[src/rtl/lnrv_biu_arb.sv]
// ============================================================================
//  Module      : lnrv_biu_arb
//  Description : Two-requester bus arbiter (m0 = LSU, m1 = IFU) sharing one
//                core memory port. Round-robin grant with zero-latency command
//                pass-through, in-order response routing through an ID FIFO.
//  Revision    : 1.0  initial release
// ============================================================================
`default_nettype none

module lnrv_biu_arb #(
    parameter int OTS_DEPTH = 2,
    parameter int OTS_W     = 2
) (
    input  logic        clk,
    input  logic        reset_n,

    input  logic        m0_cmd_vld,
    output logic        m0_cmd_rdy,
    input  logic        m0_cmd_write,
    input  logic [31:0] m0_cmd_addr,
    input  logic [31:0] m0_cmd_wdata,
    input  logic [3:0]  m0_cmd_wstrb,
    output logic        m0_rsp_vld,
    input  logic        m0_rsp_rdy,
    output logic [31:0] m0_rsp_rdata,
    output logic        m0_rsp_err,

    input  logic        m1_cmd_vld,
    output logic        m1_cmd_rdy,
    input  logic        m1_cmd_write,
    input  logic [31:0] m1_cmd_addr,
    input  logic [31:0] m1_cmd_wdata,
    input  logic [3:0]  m1_cmd_wstrb,
    output logic        m1_rsp_vld,
    input  logic        m1_rsp_rdy,
    output logic [31:0] m1_rsp_rdata,
    output logic        m1_rsp_err,

    output logic        bus_cmd_vld,
    input  logic        bus_cmd_rdy,
    output logic        bus_cmd_write,
    output logic [31:0] bus_cmd_addr,
    output logic [31:0] bus_cmd_wdata,
    output logic [3:0]  bus_cmd_wstrb,
    input  logic        bus_rsp_vld,
    output logic        bus_rsp_rdy,
    input  logic [31:0] bus_rsp_rdata,
    input  logic        bus_rsp_err,

    output logic [OTS_W-1:0] ots_cnt,
    output logic        rsp_orphan
);

    localparam int               PTR_W    = (OTS_DEPTH > 1) ? $clog2(OTS_DEPTH) : 1;
    localparam logic [PTR_W-1:0] PTR_LAST = PTR_W'(OTS_DEPTH - 1);
    localparam logic [OTS_W-1:0] OTS_FULL = OTS_W'(OTS_DEPTH);

    localparam logic [0:0] ST_IDLE = 1'b0;
    localparam logic [0:0] ST_LOCK = 1'b1;

    logic [0:0]           state_q,    state_d;
    logic                 gnt_q,      gnt_d;
    logic                 last_gnt_q, last_gnt_d;
    logic [OTS_W-1:0]     ots_cnt_q,  ots_cnt_d;
    logic [PTR_W-1:0]     wr_ptr_q,   wr_ptr_d;
    logic [PTR_W-1:0]     rd_ptr_q,   rd_ptr_d;
    logic [OTS_DEPTH-1:0] id_q,       id_d;

    logic fifo_empty;
    logic fifo_full;
    logic sel;
    logic gnt_act;
    logic cmd_hs;
    logic rsp_head;
    logic rsp_hs;

    // Pointer increment that wraps modulo OTS_DEPTH (depth need not be a power of two)
    function automatic logic [PTR_W-1:0] ptr_inc(input logic [PTR_W-1:0] p);
        return (p == PTR_LAST) ? '0 : p + 1'b1;
    endfunction

    assign fifo_empty = (ots_cnt_q == '0);
    assign fifo_full  = (ots_cnt_q == OTS_FULL);
    assign ots_cnt    = ots_cnt_q;

    // State register: grant FSM and its held grant / round-robin history
    always_ff @(posedge clk or negedge reset_n) begin
        if (!reset_n) begin
            state_q    <= ST_IDLE;
            gnt_q      <= 1'b0;
            last_gnt_q <= 1'b1;
        end else begin
            state_q    <= state_d;
            gnt_q      <= gnt_d;
            last_gnt_q <= last_gnt_d;
        end
    end

    // Next-state: lock the grant while the bus stalls, release on handshake
    always_comb begin
        state_d    = state_q;
        gnt_d      = gnt_q;
        last_gnt_d = last_gnt_q;
        case (state_q)
            ST_IDLE: begin
                if (bus_cmd_vld && !bus_cmd_rdy) begin
                    state_d = ST_LOCK;
                    gnt_d   = sel;
                end
            end
            ST_LOCK: begin
                if (cmd_hs) begin
                    state_d = ST_IDLE;
                end
            end
            default: state_d = ST_IDLE;
        endcase
        if (cmd_hs) begin
            last_gnt_d = sel;
        end
    end

    // Output: choose the granted master and pass its command straight to the bus
    always_comb begin
        sel     = 1'b0;
        gnt_act = 1'b0;
        if (state_q == ST_LOCK) begin
            sel     = gnt_q;
            gnt_act = 1'b1;
        end else if (!fifo_full) begin
            if (m0_cmd_vld && m1_cmd_vld) begin
                sel = ~last_gnt_q;
            end else begin
                sel = m1_cmd_vld;
            end
            gnt_act = m0_cmd_vld | m1_cmd_vld;
        end

        bus_cmd_vld   = reset_n & gnt_act & (sel ? m1_cmd_vld : m0_cmd_vld);
        bus_cmd_write = 1'b0;
        bus_cmd_addr  = '0;
        bus_cmd_wdata = '0;
        bus_cmd_wstrb = '0;
        if (bus_cmd_vld) begin
            bus_cmd_write = sel ? m1_cmd_write : m0_cmd_write;
            bus_cmd_addr  = sel ? m1_cmd_addr  : m0_cmd_addr;
            bus_cmd_wdata = sel ? m1_cmd_wdata : m0_cmd_wdata;
            bus_cmd_wstrb = sel ? m1_cmd_wstrb : m0_cmd_wstrb;
        end
        m0_cmd_rdy = bus_cmd_vld & bus_cmd_rdy & ~sel;
        m1_cmd_rdy = bus_cmd_vld & bus_cmd_rdy &  sel;
        cmd_hs     = bus_cmd_vld & bus_cmd_rdy;
    end

    // Response routing: FIFO head picks the destination; empty FIFO swallows orphans
    always_comb begin
        rsp_head     = id_q[rd_ptr_q];
        m0_rsp_vld   = reset_n & bus_rsp_vld & ~fifo_empty & ~rsp_head;
        m1_rsp_vld   = reset_n & bus_rsp_vld & ~fifo_empty &  rsp_head;
        bus_rsp_rdy  = reset_n & (fifo_empty | (rsp_head ? m1_rsp_rdy : m0_rsp_rdy));
        rsp_orphan   = reset_n & bus_rsp_vld & fifo_empty;
        m0_rsp_rdata = reset_n ? bus_rsp_rdata : '0;
        m1_rsp_rdata = reset_n ? bus_rsp_rdata : '0;
        m0_rsp_err   = reset_n & bus_rsp_err;
        m1_rsp_err   = reset_n & bus_rsp_err;
        rsp_hs       = bus_rsp_vld & bus_rsp_rdy & ~fifo_empty;
    end

    // ID FIFO and outstanding counter next values
    always_comb begin
        id_d      = id_q;
        wr_ptr_d  = wr_ptr_q;
        rd_ptr_d  = rd_ptr_q;
        ots_cnt_d = ots_cnt_q;
        if (cmd_hs) begin
            id_d[wr_ptr_q] = sel;
            wr_ptr_d       = ptr_inc(wr_ptr_q);
        end
        if (rsp_hs) begin
            rd_ptr_d = ptr_inc(rd_ptr_q);
        end
        case ({cmd_hs, rsp_hs})
            2'b10:   ots_cnt_d = ots_cnt_q + 1'b1;
            2'b01:   ots_cnt_d = ots_cnt_q - 1'b1;
            default: ots_cnt_d = ots_cnt_q;
        endcase
    end

    // ID FIFO and outstanding counter registers
    always_ff @(posedge clk or negedge reset_n) begin
        if (!reset_n) begin
            id_q      <= '0;
            wr_ptr_q  <= '0;
            rd_ptr_q  <= '0;
            ots_cnt_q <= '0;
        end else begin
            id_q      <= id_d;
            wr_ptr_q  <= wr_ptr_d;
            rd_ptr_q  <= rd_ptr_d;
            ots_cnt_q <= ots_cnt_d;
        end
    end

endmodule

`default_nettype wire

[config.mk]
export PLATFORM = sky130hd
export DESIGN_NAME = lnrv_biu_arb
export DESIGN_NICKNAME = d
export VERILOG_FILES = /design/src/rtl/lnrv_biu_arb.sv
export SDC_FILE = /design/constraint.sdc
export NUM_CORES = 1
export LEC_CHECK = 0
export BUFFER_PORTS_ARGS = -buffer_cell sky130_fd_sc_hd__buf_2
export CAP_MARGIN = 20
export CORE_AREA = 5 5 121 123
export CTS_CLUSTER_DIAMETER = 80
export DETAILED_ROUTE_END_ITERATION = 10
export DIE_AREA = 0 0 126 128
export HOLD_SLACK_MARGIN = 0.08
export PLACE_DENSITY = 0.52
export SLEW_MARGIN = 20
export SYNTH_ARGS = -nofsm -noshare
export SYNTH_HDL_FRONTEND = slang
export SYNTH_SLANG_ARGS = --single-unit
[constraint.sdc]
create_clock -name clk -period 1.8 [get_ports clk]
set_input_delay 0.18 -clock clk [delete_from_list [all_inputs] [get_ports clk]]
set_output_delay 0.18 -clock clk [all_outputs]
set_load 0.02 [all_outputs]
==> flow_metrics.env, run 1 <==
export IMPL_drcViolationCount=0
export IMPL_n_fill_cell=1425
export IMPL_finalMaxSlewViolations=0
export IMPL_rsz0062_at_grt="true"
export IMPL_viasPerCell=3.97
export IMPL_synth_nets=455
export IMPL_wl_mm=11.5
export IMPL_end_kind="output port"
export IMPL_grt_pass1_wl_mm=15.3
export IMPL_power_density_nw_per_um2=1290
export IMPL_finalSetupTns_ps=-16300
export IMPL_worstPathMaxFanout=4
export IMPL_multi_input_area_sq_um=1920
export IMPL_timing_critical_path_mode_cell="buf_12"
export IMPL_yosys_top_cells_area="mux2i_1 (34%), nor2_1 (14%), buf_4 (13%)"
export IMPL_final_util_pct=36.8
export IMPL_gp_congestion=0.786
export IMPL_fmax_ghz=0.480
export IMPL_dp_hpwl_mm=8.75
export IMPL_finalClockSkew_ps=2.30
export IMPL_max_slew_margin_rel_pct=80.1
export IMPL_cts_root_buf="clkbuf_16"
export IMPL_cap_violations=0
export IMPL_grt_usage_pct=11.5
export IMPL_finalHoldViolCount=0
export IMPL_violations="setup timing"
export IMPL_finalPower_uw=6430
export IMPL_synth_cell_types=34
export IMPL_nets=776
export IMPL_setup_violations=75
export IMPL_cp_slowest_stage_delay_ps=410
export IMPL_path_depth=8
export IMPL_antenna_found_initial=0
export IMPL_cp_required_ps=1620
export IMPL_synth_edf_count=0
export IMPL_ys_seq_area_share_pct=10.9
export IMPL_drtAntennaViolNets=0
export IMPL_grt_max_degree=37
export IMPL_cts_tree="yes"
export IMPL_layout_cells_non_filler=775
export IMPL_die_y_um=128
export IMPL_synth_area_sq_um=2080
export IMPL_area_delta_synth_final_pct=141
export IMPL_synth_top_area_share_pct=34.2
export IMPL_cp_arrival_ps=1900
export IMPL_r2r_cells=11
export IMPL_ios=323
export IMPL_crit_slowest_cell="or3b_4"
export IMPL_path_cells="buf_6 -> or3b_4 -> o2111ai_4 -> buf_12 -> buf_12 -> clkbuf_16 -> nor2_2 -> buf_2"
export IMPL_numCtsBuffers=3
export IMPL_yosys_warnings=0
export IMPL_fp_dieW_um=126
export IMPL_layout_min_cycle_time_ps=2080
export IMPL_postLayoutSetupSlackWorst_ps=-283
export IMPL_cp_top_family="buffers and inverters"
export IMPL_clock_latency_ps=230
export IMPL_register_area_sq_um=230
export IMPL_grt_pass1_vias=2963
export IMPL_drive_above_1_share_pct=80.8
export IMPL_cts_reportedPaths_clkPinSlew_ps=40
export IMPL_status="finished, violations left"
export IMPL_ys_ff_latch=9
export IMPL_synthArstFlopShare_pct=100
export IMPL_syn_area_per_cell_sq_um=7.55
export IMPL_timing_critical_path_buf_inv=5
export IMPL_wl_per_cell_um=14.8
export IMPL_p_leak_uw=0.00277
export IMPL_antenna_cells=0
export IMPL_synthCells=275
export IMPL_cp_start_kind="flop"
export IMPL_hold_path_cell_count=2
export IMPL_finalCritPeriodShare_pct=116
export IMPL_htree_num_levels=1
export IMPL_initial_utilization_pct=15.3
export IMPL_grt_ovfl_total=0
export IMPL_drt_iter0_markers=96
export IMPL_first_pass_iters=4
export IMPL_num_rows=43
export IMPL_core_area_sq_um=13600
export IMPL_cts_sinks=9
export IMPL_dpl_cell_count=747
export IMPL_synth_top_flop_cell="dfrtp_1"
export IMPL_post_place_ws_ps=-149
export IMPL_io_buffers=322
export IMPL_crit_type="reg -> out"
export IMPL_peakVddDrop_uv=617
export IMPL_yosysTopAreaCell="mux2i_1"
export IMPL_max_slew_worst_pin_slew_ps=297
export IMPL_vias=3075
export IMPL_clockBufferDepth=2
export IMPL_hold_class="in -> reg"
export IMPL_die_area_sq_um=16100
## layout by cell type (no fill, tap or decap), types with 2 or more instances in the layout
cell	instances
buf_2	279
nor2_2	61
buf_6	45
mux2i_1	39
and2_1	34
buf_4	23
mux2i_2	19
mux2i_4	13
nor2_1	11
buf_12	10
clkbuf_16	7
dfrtp_1	5
nor2_4	3
dfrtp_2	3
buf_16	3
buf_8	3
nand2_1	2
xnor2_1	2
xor2_1	2
o31ai_1	2
dlygate4sd3_1	2
## synthesized netlist by cell type, types with 2 or more instances
master    number
dfrtp_1        8
buf_2          7
and2_1        34
buf_4         35
o31ai_1        2
clkbuf_1       4
nor2b_1        2
nand2_1        3
xnor2_1        3
mux2i_1       71
xor2_1         2
or3b_1         2
buf_6          7
nor2_1        75
## stage by stage
| stage | cell area [sq um] | hold slack [ps] |
|---|---|---|
| 6_report | 5000 | 254 |
| 5_1_grt | 5000 | 304 |
| 4_1_cts | 4410 | 260 |
| 3_5_place_dp | 3970 | 40.0 |
| 3_3_place_gp | 3970 | 41.2 |
| 2_1_floorplan | 2260 | -116 |
## cell type report
type / instances / area share (%)
timing repair buffer: 369 / 50.5
multi-input combinational: 211 / 38.5
sequential: 9 / 4.61
tap: 180 / 4.51
clock buffer: 4 / 1.58
inverter: 2 / 0.301
## metal layers
metal,vias up,GRT usage [%],routed length [um]
li1,1524,-,-
met1,1391,14.3,4430
met2,154,20.9,6040
met3,6,2.38,942
met4,0,1.58,45
met5,-,0,0
## final timing paths
kind,startpoint,to,slack [ps]
worst max-delay path,ots_cnt[0],bus_cmd_addr[19],-280
worst min-delay path,bus_cmd_rdy,id_q[1],250
worst max register to register,ots_cnt[0],ots_cnt[1],-130
worst min register to register,rd_ptr_q,rd_ptr_q,490
max in group asynchronous,reset_n,wr_ptr_q,880
min in group asynchronous,reset_n,ots_cnt[1],420
## what timing repair did
| action | in CTS | in global routing |
|---|---|---|
| setup buffers | 6 | 8 |
| hold buffers | 2 | 0 |
| pin swaps | 2 | 4 |
| setup endpoints to repair | 73 | 77 |
| cloned | 3 | 5 |
| resized for setup | 55 | 107 |
| endpoints found under the hold margin | 5 | 0 |
## cell families (layout without fill, tap and decap cells)
family / count (synthesis) / count (layout) / synth area share (%)
compound gates: 11 / 11 / 4.28
xor+xnor: 5 / 5 / 2.11
fa+ha+maj: 1 / 1 / 0.602
buf+inv: 55 / 375 / 19.3
flops: 9 / 9 / 10.9
mux: 73 / 73 / 35.3
simple gates: 121 / 121 / 27.5
## power by group
part           switching, uW  internal, uW
Combinational           2630          2990
Sequential               106           319
Clock                   95.9           296
(Power assumes the default switching activity.)
==> run 2, diff against run 1 <==
Settings changed: SETUP_SLACK_MARGIN set to 0.02.
Clock period 1.8 ns to 1.9 ns, I/O delays scaled along.
==> run 2 against run 1 <==
  * The run still ends with setup timing left
  * Sequential power about the same
  * Count of clock-buffer cells in the layout stayed put
  * Utilization down 5.4 points
  * Non-clock buffer count shrank 14
  * Design area decreased by 15%
  * Sequential cell count is the same
  * Worst setup slack improved by 47 ps
  * Largest cell class unchanged
  * Highest routed layer unchanged
==> flow_metrics.env, run 2 (synthesized netlist as in run 1, its figures left out) <==
export IMPL_numCtsBuffers=3
export IMPL_drcViolationCount=0
export IMPL_cts_tree="yes"
export IMPL_first_pass_iters=4
export IMPL_core_area_sq_um=13600
export IMPL_setup_violations=71
export IMPL_io_buffers=322
export IMPL_path_depth=8
export IMPL_max_slew_margin_rel_pct=77.2
export IMPL_cap_violations=0
export IMPL_reg2reg_slack_ps=20
export IMPL_drtAntennaViolNets=0
export IMPL_grt_pass1_wl_mm=15.6
export IMPL_initial_utilization_pct=15.3
export IMPL_cts_root_buf="clkbuf_16"
export IMPL_p_sw_uw=2330
export IMPL_cp_start_kind="flop"
export IMPL_dp_hpwl_mm=9.42
export IMPL_die_area_sq_um=16100
export IMPL_violations="setup timing"
export IMPL_max_slew_worst_pin_slew_ps=341
export IMPL_cp_top_family="buffers and inverters"
export IMPL_nets=762
export IMPL_wl_per_cell_um=14.8
export IMPL_ios=323
export IMPL_cp_slowest_stage_delay_ps=530
export IMPL_clock_power_share_pct=7.2
export IMPL_post_place_ws_ps=2.46
export IMPL_p_seq_share_pct=8.2
export IMPL_hold_start="bus_cmd_rdy"
export IMPL_fmax_ghz=0.468
export IMPL_grt_pass1_vias=3067
export IMPL_die_y_um=128
export IMPL_antenna_found_initial=0
export IMPL_wl_mm=11.3
export IMPL_grt_max_degree=40
export IMPL_rsz0062_at_grt="true"
export IMPL_gp_congestion=0.748
export IMPL_end_kind="output port"
export IMPL_crit_type="reg -> out"
export IMPL_r2r_start="gnt_q"
export IMPL_finalCritPeriodShare_pct=112
export IMPL_fp_dieW_um=126
export IMPL_combPwrFrac_pct=84.6
export IMPL_hold_path_cell_count=2
export IMPL_area_delta_synth_final_pct=105
export IMPL_mostFrequentLayoutCells="buf_2 (296), nor2_1 (74), mux2i_1 (65)"
export IMPL_final_util_pct=31.5
export IMPL_clockBufferDepth=2
export IMPL_cp_required_ps=1710
export IMPL_finalMaxSlewViolations=0
export IMPL_finalClockSkew_ps=1.57
export IMPL_hold_class="in -> reg"
export IMPL_cts_reportedPaths_clkPinSlew_ps=40
export IMPL_p_leak_uw=0.00274
export IMPL_finalInstanceArea_sq_um=4270
export IMPL_clock_latency_ps=230
export IMPL_num_rows=43
export IMPL_r2r_cells=9
export IMPL_place_area_sq_um=3760
export IMPL_cp_arrival_ps=1950
export IMPL_viasPerCell=4.02
export IMPL_drive_above_1_share_pct=65.6
export IMPL_path_cells="nand2_2 -> a32oi_4 -> buf_12 -> buf_12 -> buf_12 -> mux2i_4 -> nor2_1 -> buf_4"
export IMPL_drt_iter0_markers=50
export IMPL_worstPathMaxFanout=7
export IMPL_power_density_nw_per_um2=1210
export IMPL_layout_commonest_cell="buf_2"
export IMPL_status="finished, violations left"
export IMPL_finalHoldViolCount=0
export IMPL_intPower_uw=2850
export IMPL_timing_critical_path_buf_inv=4
export IMPL_cp_startpoint="last_gnt_q"
export IMPL_switching_share_pct=45.0
export IMPL_htree_num_levels=1
export IMPL_timing_critical_path_mode_cell="buf_12"
export IMPL_crit_slowest_cell="dfstp_2"
export IMPL_antenna_cells=0
export IMPL_peakVddDrop_uv=528
export IMPL_vias=3056
export IMPL_cts_sinks=9
export IMPL_grt_ovfl_total=0
export IMPL_grt_usage_pct=11.9
export IMPL_layout_min_cycle_time_ps=2140
export IMPL_postLayoutSetupSlackWorst_ps=-236
[run 2: power by group through the flow]
stage,Combinational [uW],Sequential [uW],Clock [uW]
5_1_grt,4670,447,387
3_3_place_gp,3490,399,0
6_report,4380,427,371
3_5_place_dp,3470,401,0
2_1_floorplan,2410,407,0
4_1_cts,3890,413,378
[run 2: layout make-up]
| type | count | area (sq um) |
|---|---|---|
| inverter | 2 | 12.5 |
| clock buffer | 4 | 78.8 |
| tap | 180 | 225 |
| sequential | 9 | 231 |
| timing repair buffer | 355 | 2160 |
| multi-input combinational | 211 | 1560 |
| fill | 1486 | 9290 |
[run 2: path summary, 6_finish.rpt]
path                                               to
min in group asynchronous  asynchronous set/reset pin
min                                           id_q[1]
max                                  bus_cmd_addr[13]
min reg2reg                                  rd_ptr_q
max reg2reg                                ots_cnt[1]
max in group asynchronous                  ots_cnt[0]
[run 2: through the flow]
step	instances	hold WS [ps]	total power (uW)	TNS, ps
final	761	335	5180	-11660
after global routing	761	372	5500	-16970
after CTS	755	340	4680	-10090
after detailed placement	743	54.7	3870	0
after global placement	743	56.9	3890	0
after floorplan	275	-106	2820	0
[run 2: repair_timing]
item	CTS	global route
pin swaps	7	15
gates resized for setup	27	40
hold buffers	1	0
setup endpoints to repair	71	74
buffers inserted	6	3
endpoints found under the hold margin	9	0
cloned	1	4
[run 2: layer usage]
layer / wire (um) / vias to the layer above / global-route usage, %
met5: 0 / - / 0
met4: 51 / 0 / 1.70
met2: 6160 / 202 / 24.5
met3: 1200 / 6 / 2.38
met1: 3870 / 1351 / 12.6
li1: - / 1497 / -
